--- src/rtl/breakthecode_pkg.sv ---
// Shared constants and types for the seven-segment scan driver.
//   NUM_DIGITS  : number of multiplexed digits
//   CN_DP_BIT   : cathode bit that drives the decimal point
//   CN_SEG_MSB  : top cathode bit of the g..a segment field
//   disp_cfg_t  : one complete display configuration (shadow/active copy)
//   hex_pattern : active-low g..a pattern for a hex nibble
package breakthecode_pkg;

  localparam int NUM_DIGITS = 8;
  localparam int CN_DP_BIT  = 7;
  localparam int CN_SEG_MSB = 6;

  typedef struct packed {
    logic [4*NUM_DIGITS-1:0] digits;
    logic [NUM_DIGITS-1:0]   dp;
    logic [NUM_DIGITS-1:0]   en;
    logic [NUM_DIGITS-1:0]   blink;
  } disp_cfg_t;

  // Bit 0 = segment a ... bit 6 = segment g; 0 lights the segment.
  function automatic logic [6:0] hex_pattern(input logic [3:0] hex);
    case (hex)
      4'h0:    hex_pattern = 7'h40;
      4'h1:    hex_pattern = 7'h79;
      4'h2:    hex_pattern = 7'h24;
      4'h3:    hex_pattern = 7'h30;
      4'h4:    hex_pattern = 7'h19;
      4'h5:    hex_pattern = 7'h12;
      4'h6:    hex_pattern = 7'h02;
      4'h7:    hex_pattern = 7'h78;
      4'h8:    hex_pattern = 7'h00;
      4'h9:    hex_pattern = 7'h10;
      4'hA:    hex_pattern = 7'h08;
      4'hB:    hex_pattern = 7'h03;
      4'hC:    hex_pattern = 7'h46;
      4'hD:    hex_pattern = 7'h21;
      4'hE:    hex_pattern = 7'h06;
      default: hex_pattern = 7'h0E;
    endcase
  endfunction

endpackage

--- src/rtl/hex_to_seg7.sv ---
// Combinational hex-to-seven-segment decoder.
//   hex : 4-bit value to display
//   seg : active-low segments, seg[6:0] = g..a
module hex_to_seg7
  import breakthecode_pkg::*;
(
  input  logic [3:0] hex,
  output logic [6:0] seg
);

  assign seg = hex_pattern(hex);

endmodule

--- src/rtl/seg7_scan_driver.sv ---
// Eight-digit multiplexed seven-segment scan driver with double-buffered
// configuration and per-digit blinking.
//   clk        : single system clock
//   reset      : synchronous, active-low
//   digits     : eight hex nibbles, digits[4i+3:4i] is digit i
//   dp         : decimal-point request per digit (active-high)
//   digit_en   : digit i is shown only when bit i is set
//   blink_mask : digit i blinks when bit i is set
//   load       : one-cycle request to capture digits/dp/digit_en/blink_mask
//   load_ack   : one-cycle pulse when the captured values become active
//   frame_done : one-cycle pulse when the scan wraps from digit 7 to digit 0
//   AN         : anode select, active-low, one-hot-low or all high
//   CN         : cathodes, active-low, CN[7]=dp, CN[6:0]=g..a
//
// load/load_ack handshake: load is a fire-and-forget request (no ready);
// every cycle with load=1 overwrites the shadow copy. The shadow is promoted
// to the displayed copy only at a frame wrap, and load_ack marks exactly that
// promotion, so several loads within one frame yield a single load_ack.
module seg7_scan_driver
  import breakthecode_pkg::*;
#(
  parameter int REFRESH_DIV  = 1000,
  parameter int BLINK_FRAMES = 60
) (
  input  logic                    clk,
  input  logic                    reset,
  input  logic [4*NUM_DIGITS-1:0] digits,
  input  logic [NUM_DIGITS-1:0]   dp,
  input  logic [NUM_DIGITS-1:0]   digit_en,
  input  logic [NUM_DIGITS-1:0]   blink_mask,
  input  logic                    load,
  output logic                    load_ack,
  output logic                    frame_done,
  output logic [NUM_DIGITS-1:0]   AN,
  output logic [7:0]              CN
);

  localparam int PW = (REFRESH_DIV > 1) ? $clog2(REFRESH_DIV) : 1;
  localparam int FW = (BLINK_FRAMES > 1) ? $clog2(BLINK_FRAMES) : 1;
  localparam logic [PW-1:0] PRESC_LAST = PW'(REFRESH_DIV - 1);
  localparam logic [FW-1:0] FRAME_LAST = FW'(BLINK_FRAMES - 1);

  logic [PW-1:0] presc;
  logic [2:0]    idx;
  logic [FW-1:0] frame_cnt;
  logic          blink_phase;
  logic          pending;
  disp_cfg_t     shadow;
  disp_cfg_t     active;

  logic          slot_end;
  logic          wrap;
  logic [3:0]    cur_hex;
  logic [6:0]    cur_seg;
  logic          shown;
  logic [7:0]    an_next;
  logic [7:0]    cn_next;

  assign slot_end = (presc == PRESC_LAST);
  assign wrap     = slot_end && (idx == 3'd7);
  assign cur_hex  = active.digits[{idx, 2'b00} +: 4];

  hex_to_seg7 u_hex_to_seg7 (
    .hex (cur_hex),
    .seg (cur_seg)
  );

  // Drive values for the digit selected by the current scan index; they are
  // registered below so AN/CN follow the index by exactly one cycle.
  always_comb begin
    shown   = active.en[idx] && !(blink_phase && active.blink[idx]);
    an_next = 8'hFF;
    cn_next = 8'hFF;
    if (shown) begin
      an_next[idx]                = 1'b0;
      cn_next[CN_DP_BIT]          = ~active.dp[idx];
      cn_next[CN_SEG_MSB:0]       = cur_seg;
    end
  end

  always_ff @(posedge clk) begin
    if (!reset) begin
      presc       <= '0;
      idx         <= '0;
      frame_cnt   <= '0;
      blink_phase <= 1'b0;
      pending     <= 1'b0;
      shadow      <= '0;
      active      <= '0;
      load_ack    <= 1'b0;
      frame_done  <= 1'b0;
      AN          <= 8'hFF;
      CN          <= 8'hFF;
    end else begin
      AN         <= an_next;
      CN         <= cn_next;
      load_ack   <= 1'b0;
      frame_done <= 1'b0;

      if (slot_end) begin
        presc <= '0;
        idx   <= idx + 3'd1;
      end else begin
        presc <= presc + PW'(1);
      end

      // Frame boundary: promote the shadow only here so a frame is never
      // drawn with a mix of old and new configuration.
      if (wrap) begin
        frame_done <= 1'b1;
        if (pending) begin
          active   <= shadow;
          load_ack <= 1'b1;
        end
        if (frame_cnt == FRAME_LAST) begin
          frame_cnt   <= '0;
          blink_phase <= ~blink_phase;
        end else begin
          frame_cnt <= frame_cnt + FW'(1);
        end
      end

      // A load on the wrap cycle lands in the shadow after the old shadow
      // was promoted, so it stays pending until the following wrap.
      if (load) begin
        shadow  <= '{digits: digits, dp: dp, en: digit_en, blink: blink_mask};
        pending <= 1'b1;
      end else if (wrap) begin
        pending <= 1'b0;
      end
    end
  end

endmodule

--- config.mk ---
export PLATFORM = sky130hd
export DESIGN_NAME = seg7_scan_driver
export DESIGN_NICKNAME = d
export VERILOG_FILES = /design/src/rtl/breakthecode_pkg.sv /design/src/rtl/hex_to_seg7.sv /design/src/rtl/seg7_scan_driver.sv
export SDC_FILE = /design/constraint.sdc
export NUM_CORES = 1
export LEC_CHECK = 0
export BUFFER_PORTS_ARGS = -buffer_cell sky130_fd_sc_hd__buf_4
export CAP_MARGIN = 20
export CELL_PAD_IN_SITES_DETAIL_PLACEMENT = 1
export CELL_PAD_IN_SITES_GLOBAL_PLACEMENT = 1
export CORE_MARGIN = 3
export CORE_UTILIZATION = 38
export DETAILED_ROUTE_END_ITERATION = 8
export PLACE_DENSITY_LB_ADDON = 0.1
export SLEW_MARGIN = 10
export SYNTH_ARGS = -nofsm -noshare
export SYNTH_HDL_FRONTEND = slang
export SYNTH_SLANG_ARGS = --single-unit
--- constraint.sdc ---
create_clock -name clk -period 6.5 [get_ports clk]
set_input_delay 0.325 -clock clk [delete_from_list [all_inputs] [get_ports clk]]
set_output_delay 0.325 -clock clk [all_outputs]
set_load 0.05 [all_outputs]
Word-level counts from Yosys, hierarchy flattened
Memory sizes are Yosys's and may differ from the RTL's. A register that Yosys moved wholly into a read port is not among the register bits.
Index checks and enable logic that the tools add are counted.

storage, ports and cells
  bits in read-only memories = 112
  memories = 1
  register bits after elaboration = 151
  logic and storage cells = 56
  output and inout bits = 18
  input bits = 59

operators by class
  equal/unequal tests = 3
  shift-type cells = 1
  reduce and logical (&&, ||, !) cells = 12
  magnitude comparators = 2
  mux-type cells = 13
  add/subtract/negate cells = 3
  bitwise operators = 4

memories
  memory           depth  bits a word  read ports  clocked after Yosys merged registers in  wr ports  line                    text
  (no name shown)  16     7            1           1                                        0         breakthecode_pkg.sv:22  case (hex)

operators with widths
  cell                                                                                 number
  32-bit by 6-bit indexed part select with 4-bit output                                1
  10-bit by 1-bit adder with 10-bit output, second input constant                      1
  10-bit equality test, second input constant                                          1
  1-bit binary-select mux with 3-bit select                                            3
  1-bit 2-to-1 mux                                                                     8
  8-bit inverter                                                                       1
  2-bit AND reduction                                                                  4
  6-bit by 1-bit adder with 6-bit output, second input constant                        1
  6-bit equality test, second input constant                                           1
  6-bit 2-to-1 mux                                                                     1
  1-bit logical AND                                                                    4
  3-bit by 4-bit < comparator with 1-bit output, second input constant                 1
  3-bit by 1-bit adder with 3-bit output, second input constant                        1
  1-bit demux with 3-bit select                                                        1
  3-bit equality test, second input constant                                           1
  3-bit by 1-bit greater-or-equal comparator with 1-bit output, second input constant  1
  1-bit inverter                                                                       3
  1-bit logical NOT                                                                    2
  2-bit nonzero test                                                                   1
  2-bit OR reduction                                                                   1

Longest topological paths before layout
  depth in word-level cells = 7
  gate-level depth with buffers = 11

Modules after synthesis
From an unflattened synthesis, not the netlist that was laid out.

second synthesis, totals
  cell total of the unflattened synthesis = 677
  area total of the unflattened synthesis = 6465.0 um^2

by module, submodules not included
  module            cells an instance  instances  seq. area each (um^2)  area an instance (um^2)
  seg7_scan_driver  644                1          3022.9                 6190.9
  hex_to_seg7       33                 1          0.0                    274.0

Worst setup path before layout
OpenSTA, ideal clock, no wires.

  path type = reg2reg
  start = reg idx[0]
  end = reg CN[3]
  data required time = 6.381 ns
  stages on the path, launching flop included = 8
  arrival time = 1.992 ns
  path slack = 4.389 ns
  buffers on the path = 1
  cells stage by stage = dfxtp_1 > buf_6 > mux4_2 > mux2_2 > ha_1 > mux2_2 > nor2_1 > o21ai_1

on the way
  cells in the longest elaborated chain, start to end = 7
  elaborated cells between the ends (all ways) = 10
  those cells by class = shift: 1; mux: 4; reduce/logical: 5

RTL lines
  element                                    line                     text
  start, declared                            seg7_scan_driver.sv:44   logic [2:0] idx;
  start signal, assigned                     seg7_scan_driver.sv:102  idx <= idx + 3'd1;
  1-bit binary-select mux with 3-bit select  seg7_scan_driver.sv:71   shown = active.en[idx] && !(blink_phase && active.blink[idx]);
  1-bit 2-to-1 mux (implied by the code)     seg7_scan_driver.sv:71
  1-bit logical AND                          seg7_scan_driver.sv:71
  1-bit logical NOT                          seg7_scan_driver.sv:71
  1-bit logical AND                          seg7_scan_driver.sv:71
  2-bit AND reduction (no source line)       n/a
  1-bit logical NOT (no source line)         n/a
  end, declared                              seg7_scan_driver.sv:35   output logic [7:0] CN

Parallel ways exist; a longest one is shown, timed or not. The select of a mux whose other input is x is not followed.
A chain may end at the register's enable or synchronous reset.

Worst setup path after layout
  start = reg idx[2]
  end = reg CN[3]

Same word-level chain as after synthesis.

==> qor.yml <==
status: "finished clean"
syn_area_mm2: 0.00628
place_inst: 887
die_h_um: 135
vias: 4520
die-area_mm2: 0.0181
place_congestion: 0.712
grt.total_usage: 0.165
seqCellArea_mm2: 0.00302
wl_per_cell_um: 15.7
fin_area_mm2: 0.00760
final_layout_size_suffix_gt1_frac: 0.187
syn-num-nets: 705
grt_pass1_vias: 4767
grt_pass1_wl_mm: 23.9
first_pass_iters: 4
max_stage_delay_ns: 0.90
synth.area.top_cells: "dfxtp_1, mux2i_1, nand2_1"
worstMarginPinSlew_ns: 0.979
cts_buffers: 17
required_ns: 6.77
cts.repair.resized: 0
finalSetupViolCount: 0
hpwl_mm: 9.28
num_rows: 46
critPathCaptureType: "flop"
slowest_stage: "mux2i_1"
peakVddDrop_v: 0.000172
avgSynthCellArea_um2: 9.88
multi_input_area_mm2: 0.00300
hp-class: "input port to flop"
yosysMostFrequentCell: "dfxtp_1"
viasPerCell: 4.90
insertion_delay_ns: 0.42
switching_share: 0.208
hold_viol: 0
io_buffer_count: 76
skew_ns: 0.0102
clock-sinks: 151
nets: 762
crit_fanout: 16
postCtsHoldBufs: 0
yosysSeqAreaShare: 0.481
instances_no_fill: 922
yosys-top-cells-count: "dfxtp_1, nand2_1, mux2i_1"
clk_pin_slew_ns: 0.06
slew_headroom: 0.329
p_sw_uw: 437
fillers: 1767
grt_max_degree: 126
synth_cells: 636
fmax_ghz: 0.346
ys_seq_elements: 151
start_kind: "flop"
p_comb_frac: 0.044
drv_cap: 0
leakage_uw: 0.00294
critical_path_class: "flop to flop"
p_total_uw: 2100
start_util: 0.391
core-area_mm2: 0.0161
cts.path.max_buffers: 2
fin_crit_ns: 2.89
ant_nets: 0
power_density_mw_per_mm2: 276
drtIter0Drc: 192
rsz0062_at_grt: "no"
htree_levels: 4
routed_wl_mm: 14.4
num_io_pins: 77
die_w_um: 135
antenna_found_initial: 0
ys_warn_count: 0
synth_top_cell_by_area: "dfxtp_1"
synth_top_area_frac: 0.481
synthDistinctLibCells: 46
pwr-share-clk: 0.496
antenna_cells: 0
place_area_mm2: 0.00692
syn_to_final_growth_pct: 21.0
synth_edf_count: 0
drc: 0
cts_tree: "yes"
cts-root-buf: "clkbuf_16"
min_period_over_period: 0.445
p_seq_frac: 0.459
cts_setup_buffers: 0
path_buf_inv: 1
holdWs_ns: 0.161
async_flop_share: 0
internal_power_uw: 1660
grt-ovfl-total: 0
ys.flop_type: "dfxtp_1"
crit_chain: "clkinv_1 > mux2i_1 > mux2_2 > nor2_1 > o21ai_1"
fin_setup_tns_ns: 0
maxSlewViolCount: 0
crit_arrival_ns: 3.17
crit_family: "multiplexers"
==> stage by stage <==
step                      setup slack, ns   util
after floorplan                      4.39      -
after global placement               3.25  0.431
after global routing                 3.35  0.473
final                                3.61  0.473
after detailed placement             3.06  0.431
after CTS                            3.01  0.470
==> power groups by stage <==
stage / Clock (µW) / Combinational, µW / Sequential, µW
after floorplan: 0 / 58.0 / 977
after global placement: 0 / 92.3 / 983
after detailed placement: 0 / 95.8 / 983
after CTS: 1070 / 96.1 / 963
after global routing: 1110 / 104 / 965
final: 1040 / 93.2 / 963
==> worst min-delay path, cell delays in order <==
cell and delay, ns:
buf_4 0.07, mux2i_1 0.05, nor2b_1 0.09
==> area by class of cell <==
class                   instances  area share
multi-input cells             434       0.395
clock buffers                  22      0.0650
well taps                     216      0.0356
inverters                       7     0.00346
repair buffers                 82      0.0843
flip-flops and latches        151       0.398
clock inverters                10      0.0186
==> cells in the final DEF, fill, tap and decap left out, types with 3 or more instances in the layout <==
cell / n
a21oi_1: 6
nand3_1: 11
nor3_1: 3
xor2_1: 8
nor2b_1: 60
clkbuf_16: 17
buf_4: 79
and2_1: 6
xnor2_1: 4
mux2_2: 5
nor2_1: 17
bufinv_16: 3
ha_1: 10
mux4_1: 5
a21boi_0: 53
nand4_1: 7
o21ai_0: 4
clkbuf_8: 5
o211ai_1: 3
a21boi_1: 4
nand4b_1: 3
clkinvlp_4: 5
o221ai_1: 3
nand2_1: 126
mux2i_1: 62
o21ai_1: 3
dfxtp_1: 151
inv_1: 6
mux4_2: 5
and3_1: 4
==> sequential cells by signal, indices dropped and copies added, names as in the netlist <==
register and cells:
frame_done 1, CN 8, active 56, idx 3
shadow 56, frame_cnt 6, pending 1, load_ack 1
presc 10, AN 8, blink_phase 1
==> path summary, 6_finish.rpt <==
check                               start                 endpoint  slack [ns]  depth (start not counted)
hold / removal                digit_en[2]  shadow[10]$_SDFFE_PN0P_        0.16                          3
setup / recovery      idx[2]$_SDFFE_PN0N_         CN[3]$_SDFF_PN1_        3.61                          5
hold reg to reg   active[16]$_SDFFE_PN0P_  active[16]$_SDFFE_PN0P_        0.46                          2
setup reg to reg      idx[2]$_SDFFE_PN0N_         CN[3]$_SDFF_PN1_        3.61                          5
==> per-layer routing <==
metal,vias up,track usage,part of all wire,wire [µm]
met5,-,0,0,0
met4,0,0.0520,0.012,170
met3,15,0.0406,0.032,465
met2,65,0.272,0.48,6980
met1,2183,0.214,0.47,6820
li1,2257,-,-,-
==> cell families after synthesis <==
group / after synthesis / share of synthesized area
AND/OR/NAND/NOR: 249 / 0.191
flip-flops: 151 / 0.481
AO/OA/AOI/OAI: 85 / 0.0998
multiplexers: 78 / 0.150
buffers and inverters: 51 / 0.0412
XOR/XNOR: 12 / 0.0167
adder cells (fa/ha/maj): 10 / 0.0199
Power figures use the tool's default switching activity.
